==> src/rtl/fp_decode.sv <==
// Compressed float (sign, 3-bit exp, 4-bit significand) to 12-bit linear.
// Magnitude is rebuilt by an iterative one-bit-per-clock shifter.
module fp_decode (
  input  logic        clk,
  input  logic        rst,
  input  logic        in_valid,
  output logic        in_ready,
  input  logic        sign,
  input  logic [2:0]  exp,
  input  logic [3:0]  significand,
  output logic        out_valid,
  input  logic        out_ready,
  output logic [11:0] d_out,
  output logic        busy
);

  localparam logic [1:0] IDLE  = 2'd0;
  localparam logic [1:0] SHIFT = 2'd1;
  localparam logic [1:0] CONV  = 2'd2;
  localparam logic [1:0] OUT   = 2'd3;

  logic [1:0]  state;
  logic [10:0] mag;
  logic [2:0]  cnt;
  logic        s_q;

  assign in_ready = (state == IDLE);
  assign busy     = (state != IDLE);

  always_ff @(posedge clk) begin
    if (rst) begin
      state     <= IDLE;
      mag       <= '0;
      cnt       <= '0;
      s_q       <= 1'b0;
      out_valid <= 1'b0;
      d_out     <= '0;
    end else begin
      case (state)
        IDLE: begin
          if (in_valid) begin
            mag   <= {7'b0, significand};
            cnt   <= exp;
            s_q   <= sign;
            state <= SHIFT;
          end
        end
        SHIFT: begin
          if (cnt != 3'd0) begin
            mag <= mag << 1;
            cnt <= cnt - 3'd1;
          end else begin
            state <= CONV;
          end
        end
        CONV: begin
          // zero magnitude negates to zero, so -0 needs no special case
          d_out     <= s_q ? (~{1'b0, mag} + 12'd1) : {1'b0, mag};
          out_valid <= 1'b1;
          state     <= OUT;
        end
        OUT: begin
          if (out_ready) begin
            out_valid <= 1'b0;
            state     <= IDLE;
          end
        end
        default: state <= IDLE;
      endcase
    end
  end

endmodule

==> config.mk <==
export PLATFORM = sky130hd
export DESIGN_NAME = fp_decode
export DESIGN_NICKNAME = d
export VERILOG_FILES = /design/src/rtl/fp_decode.sv
export SDC_FILE = /design/constraint.sdc
export NUM_CORES = 1
export LEC_CHECK = 0
export BUFFER_PORTS_ARGS = -buffer_cell sky130_fd_sc_hd__buf_2
export CAP_MARGIN = 20
export CORE_MARGIN = 1
export CORE_UTILIZATION = 40
export DETAILED_ROUTE_END_ITERATION = 7
export GPL_TIMING_DRIVEN = 0
export PLACE_DENSITY = 0.58
export SLEW_MARGIN = 25
export SYNTH_ARGS = -nofsm -noshare
export SYNTH_HDL_FRONTEND = slang
export SYNTH_SLANG_ARGS = --single-unit
==> constraint.sdc <==
create_clock -name clk -period 1.9 [get_ports clk]
set_input_delay 0.19 -clock clk [delete_from_list [all_inputs] [get_ports clk]]
set_output_delay 0.19 -clock clk [all_outputs]
set_load 0.005 [all_outputs]
==> results_dict.tcl, run 1 <==
set metrics [dict create \
    status "completed" \
    area_growth_pct 21.0 \
    synth_edf_count 0 \
    synth.largest_area_cell "dfxtp_1" \
    insertion_delay_ns 0.29 \
    path_cells "inv_1 -> ha_1 -> or4b_1 -> o41ai_1 -> xor2_1 -> o21ai_0" \
    clockRootBuffer "clkbuf_8" \
    yosys_most_used_dff "dfxtp_1" \
    ant_nets 0 \
    skew_ns 0.00604 \
    wl_mm 3.26 \
    crit_type "register to register" \
    dr_total_vias 1314 \
    period_needed_ns 1.89 \
    cts_hold_buf 0 \
    cts_tree "built" \
    io_pins 27 \
    io_buffer_count 25 \
    cp-end-kind "register" \
    arrival_ns 2.05 \
    seq_area_frac_synth_pct 39.0 \
    gr-total-overflow 0 \
    ys_types 32 \
    final_layout_size_suffix_gt1_share_pct 23.2 \
    max_stage_delay_ns 0.51 \
    dieArea_sq_um 4100 \
    total_power_mw 2.87 \
    drtIter0Drc 15 \
    achievable-frequency_mhz 530 \
    die_w_microns 64.0 \
    yosys.area_share.simple_pct 18.0 \
    yosysWarningCount 0 \
    p_leak_nw 0.817 \
    grt_pass1_wl_mm 5.44 \
    nets 230 \
    clk_pin_slew_ns 0.07 \
    synth_nets 195 \
    place.detailed.hpwl_mm 2.35 \
    clk_path_buf_depth 2 \
    final_util_pct 50.5 \
    ir_worst_vdd_mv 0.699 \
    slew_viol_final 0 \
    pwr-share-clk_pct 18.9 \
    comb_power_share_pct 50.2 \
    dr.pass1.iters 4 \
    p_sw_mw 1.12 \
    ys_top_cells_by_area "dfxtp_1 39%, mux2i_1 9.8%, ha_1 6.5%, a211oi_1 6.3%, nor2_1 6.3%" \
    p_seq_share_pct 30.9 \
    die_y_microns 64.0 \
    initial_core_util_pct 41.7 \
    crit_fanout 5 \
    synth_top_area_share_pct 39.0 \
    crit_required_ns 2.07 \
    cp-start-kind "register" \
    max_slew_margin_pct 64.0 \
    h-tree-depth 2 \
    cts_inserted_buffers 5 \
    grt_max_degree 11 \
    via_per_inst 5.07 \
    antenna_found_initial 0 \
    crit_path_top_delay_cell "or4b_1" \
    clock_sinks 30 \
    finalHoldViolCount 0 \
    synth-seq-cells 30 \
    n_antenna_cell 0 \
    dp.cells 248 \
    drc_errors 0 \
    first_global_vias 1211 \
    max_slew.worst_pin.slew_ns 0.541 \
    p_sw_share_pct 39.0 \
    netlist_area_sq_um 1540 \
    routabilityCongestion 0.745 \
    core_sq_um 3690 \
    setup_viol 0 \
    powerDensity_nw_per_um2 1540 \
    post-route-period-util_pct 99.2 \
    synth.area.mux_share_pct 9.76 \
    finalNonFillerCells 259 \
    synth_compound_area_share_pct 15.0 \
    grt_use_total_pct 17.8 \
    synth_xor_area_share_pct 4.55 \
    rsz0062_at_grt "true" \
    post_drt_wl_per_cell_microns 12.6 \
    synth_top_family_by_area "simple AND/OR/NAND/NOR gates" \
    hold_path_class "primary input to register" \
    rows 22 \
    syn_inst 175 \
    synth-async-reset-ratio_pct 0 \
    intPower_mw 1.75 \
    synth_area_per_cell_sq_um 8.79 \
    max_cap_violations 0 \
    synthAdderAreaFrac_pct 6.50 \
]
## per-stage QoR
step	hold WS, ns	instance area [sq um]	setup TNS [ns]	setup WS [ns]
after global placement	0.412	1720	-1.16	-0.107
after detailed placement	0.410	1720	-1.76	-0.152
after floorplan	0.337	1540	0	0.153
after global routing	0.104	1860	-0.161	-0.0813
after CTS	0.0971	1830	0	0.00255
final	0.103	1860	0	0.0147
## layout by cell type (no fill, tap or decap), drive strengths merged
cell type  synthesis  layout
buf                4      34
dfxtp             30      30
nor2              26      26
mux2i             15      15
inv               13      13
a211oi            13      13
clkbuf             6      10
o21ai              9       9
nand2              8       8
ha                 8       8
xor2               7       7
and2               7       7
a21oi              6       6
nor2b              3       3
or3                2       2
o31ai              2       2
o41ai              2       2
nand2b             2       2
or4                2       2
a221oi             1       1
nand3              1       1
a311oi             1       1
or4b               1       1
nor3               1       1
or2b               1       1
or2                1       1
xnor2              1       1
nand3b             1       1
a31o               1       1
clkinvlp           0       1
clkinv             0       1
## critical path: cells and delay by family, from the launching register on
family                   cells  cell delay (ns)
AO/OA/AOI/OAI                2             0.42
flip-flops                   1             0.35
adder cells (fa/ha/maj)      1             0.22
XOR/XNOR                     1             0.19
AND/OR/NAND/NOR              1             0.51
buffers and inverters        1             0.08
## Yosys cell counts (all sizes together), types with 2 or more instances
master	number
nor2b	3
and2	7
or3	2
nand2	8
dfxtp	30
buf	4
nand2b	2
o41ai	2
mux2i	15
ha	8
o31ai	2
xor2	7
a21oi	6
o21ai	9
clkbuf	6
nor2	26
inv	13
or4	2
a211oi	13
## cell families (layout without fill, tap and decap cells)
group,Yosys count,in the layout
and+or+nand+nor,56,56
AOI/OAI and AO/OA,35,35
DFF,30,30
buffers and inverters,23,59
muxes,15,15
adders and majority gates,8,8
xor gates and xnor gates,8,8
## final cells by class
| cell class | count | area [sq um] |
|---|---|---|
| well taps | 48 | 60.1 |
| inverters | 13 | 48.8 |
| clock inverters | 2 | 12.5 |
| multi-input cells | 122 | 836 |
| fillers | 388 | 1830 |
| clock buffers | 6 | 82.6 |
| plain buffers | 9 | 67.6 |
| flip-flops and latches | 30 | 602 |
| repair buffers | 29 | 153 |
## power groups by stage
stage,clock (mW),combinational [mW],sequential [mW]
after floorplan,0,0.960,0.878
after global placement,0,1.22,0.887
after detailed placement,0,1.26,0.896
after CTS,0.555,1.30,0.883
after global routing,0.588,1.62,0.904
final,0.542,1.44,0.887
## repair_timing
action | in CTS | in global routing
hold endpoints to repair | 0 | 0
cloned | 0 | 1
pin swaps | 0 | 1
setup endpoints to repair | 14 | 18
resized for setup | 3 | 6
buffers inserted | 0 | 3
## worst paths after layout
path | endpoint | cells after the start | slack, ns | startpoint
hold reg to reg | d_out[11] | 2 | 0.45 | d_out[11]
setup / recovery | d_out[8] | 6 | 0.01 | mag[0]
hold / removal | d_out[2] | 2 | 0.10 | rst
setup reg to reg | d_out[8] | 6 | 0.01 | mag[0]
## routing by layer
metal	GRT usage [%]	share of wire [%]	vias to the layer above
met5	0	0	-
met1	21.1	49	614
met4	9.38	2.2	0
met3	5.89	3.8	7
met2	28.5	45	25
li1	-	-	668
## registers in the layout, indices dropped and copies added (netlist names)
name,cells
d_out,12
mag,11
out_valid,1
s_q,1
cnt,3
state,2
(Power assumes the default switching activity.)
==> run 2: changes to the inputs <==
- BUFFER_PORTS_ARGS: -buffer_cell sky130_fd_sc_hd__buf_2 -> -buffer_cell sky130_fd_sc_hd__buf_4
==> results_dict.tcl, run 2 (same netlist as run 1, synthesis figures left out) <==
set metrics [dict create \
    crit_required_ns 2.07 \
    drc_errors 0 \
    post-route-period-util_pct 93.7 \
    io_buffer_count 25 \
    ir_worst_vdd_mv 0.888 \
    grt_use_total_pct 16.9 \
    status "completed" \
    io_pins 27 \
    cts_inserted_buffers 5 \
    final_layout_size_suffix_gt1_share_pct 23.1 \
    dieArea_sq_um 4100 \
    cp-end-kind "register" \
    final_cell_mix "30 x dfxtp_1, 27 x buf_4, 26 x nor2_1, 15 x mux2i_1, 13 x inv_1" \
    ant_nets 0 \
    dr.pass1.iters 4 \
    core_sq_um 3690 \
    die_w_microns 64.0 \
    setup_viol 0 \
    n_antenna_cell 0 \
    max_slew.worst_pin.slew_ns 0.518 \
    largest_reg_flops 12 \
    clockRootBuffer "clkbuf_8" \
    fin_setup_tns_ns 0 \
    post_drt_wl_per_cell_microns 12.1 \
    cts_tree "built" \
    h-tree-depth 2 \
    skew_ns 0.00425 \
    finalNonFillerCells 256 \
    arrival_ns 1.95 \
    nets 227 \
    wl_mm 3.10 \
    cts_hold_buf 0 \
    finalInstanceArea_sq_um 1930 \
    grt_pass1_wl_mm 5.30 \
    layout_commonest_cell "dfxtp_1" \
    initial_core_util_pct 41.7 \
    largest-register "d_out" \
    place.detailed.hpwl_mm 2.31 \
    p_leak_nw 0.826 \
    max_cap_violations 0 \
    routabilityCongestion 0.749 \
    powerDensity_nw_per_um2 1510 \
    total_power_mw 2.92 \
    hold_path_class "primary input to register" \
    insertion_delay_ns 0.28 \
    gr-total-overflow 0 \
    clock_sinks 30 \
    top_regs "d_out (12), mag (11), cnt (3)" \
    crit_fanout 5 \
    antenna_found_initial 0 \
    drtIter0Drc 33 \
    die_y_microns 64.0 \
    max_slew_margin_pct 65.5 \
    period_needed_ns 1.78 \
    grt_max_degree 11 \
    clk_pin_slew_ns 0.07 \
    area_growth_pct 25.5 \
    dp.cells 248 \
    cp-start-kind "register" \
    slew_viol_final 0 \
    via_per_inst 5.02 \
    finalHoldViolCount 0 \
    achievable-frequency_mhz 562 \
    first_global_vias 1175 \
    dr_total_vias 1285 \
    rsz0062_at_grt "false" \
    dpl-instance-area_sq_um 1790 \
    clk_path_buf_depth 2 \
    rows 22 \
    crit_type "register to register" \
    final_util_pct 52.4 \
]
[run 2: cell types whose count changed in the layout (fill, tap and decap cells not counted), sizes merged]
cell / change
clkinv: +1
clkinvlp: -1
buf: -3
bufinv: +1
clkbuf: -1
[run 2: layer usage]
metal / share of wire, % / track usage (%) / wire length, microns / up-vias
met3: 4.7 / 5.71 / 147 / 7
met4: 1.8 / 6.82 / 57 / 0
met5: 0 / 0 / 0 / -
met2: 46 / 27.8 / 1430 / 27
li1: - / - / - / 667
met1: 47 / 20.0 / 1460 / 584
[run 2: final timing paths]
kind | slack [ns] | endpoint | depth (start not counted) | startpoint
max | 0.12 | d_out[8] | 6 | mag[0]
min | 0.12 | mag[1] | 2 | rst
max reg2reg | 0.12 | d_out[8] | 6 | mag[0]
min reg2reg | 0.45 | d_out[7] | 2 | d_out[7]
[run 2: final cells by class]
| class | instances | area, sq um |
|---|---|---|
| Clock buffer | 5 | 68.8 |
| Sequential cell | 30 | 601 |
| Tap cell | 48 | 60.1 |
| Multi-Input combinational cell | 122 | 851 |
| Fill cell | 362 | 1760 |
| Timing Repair Buffer | 26 | 195 |
| Buffer | 9 | 67.6 |
| Clock inverter | 3 | 40.0 |
| Inverter | 13 | 48.8 |
[run 2: worst max-delay path: stages, from the launching register on]
cell	delay, ns
dfxtp_1	0.35
inv_1	0.07
ha_1	0.19
or4b_1	0.53
o41ai_2	0.26
xor2_1	0.18
o21ai_0	0.08
[run 2: through the flow]
stage | hold slack, ns | setup slack (ns)
3_3_place_gp | 0.412 | -0.0964
2_1_floorplan | 0.337 | 0.153
4_1_cts | 0.107 | 0.00170
5_1_grt | 0.119 | 0.0137
3_5_place_dp | 0.412 | -0.132
6_report | 0.117 | 0.119
[run 2: report_power, final]
group,switching [mW],leakage [nW],internal (mW)
registers,0.110,0.245,0.774
clock network,0.241,0.0579,0.385
logic,0.725,0.523,0.685
[run 2: what timing repair did]
action / 4_1_cts / 5_1_grt
setup endpoints to repair: 14 / 17
setup buffers: 0 / 1
resized for setup: 3 / 8
pin swaps: 0 / 1
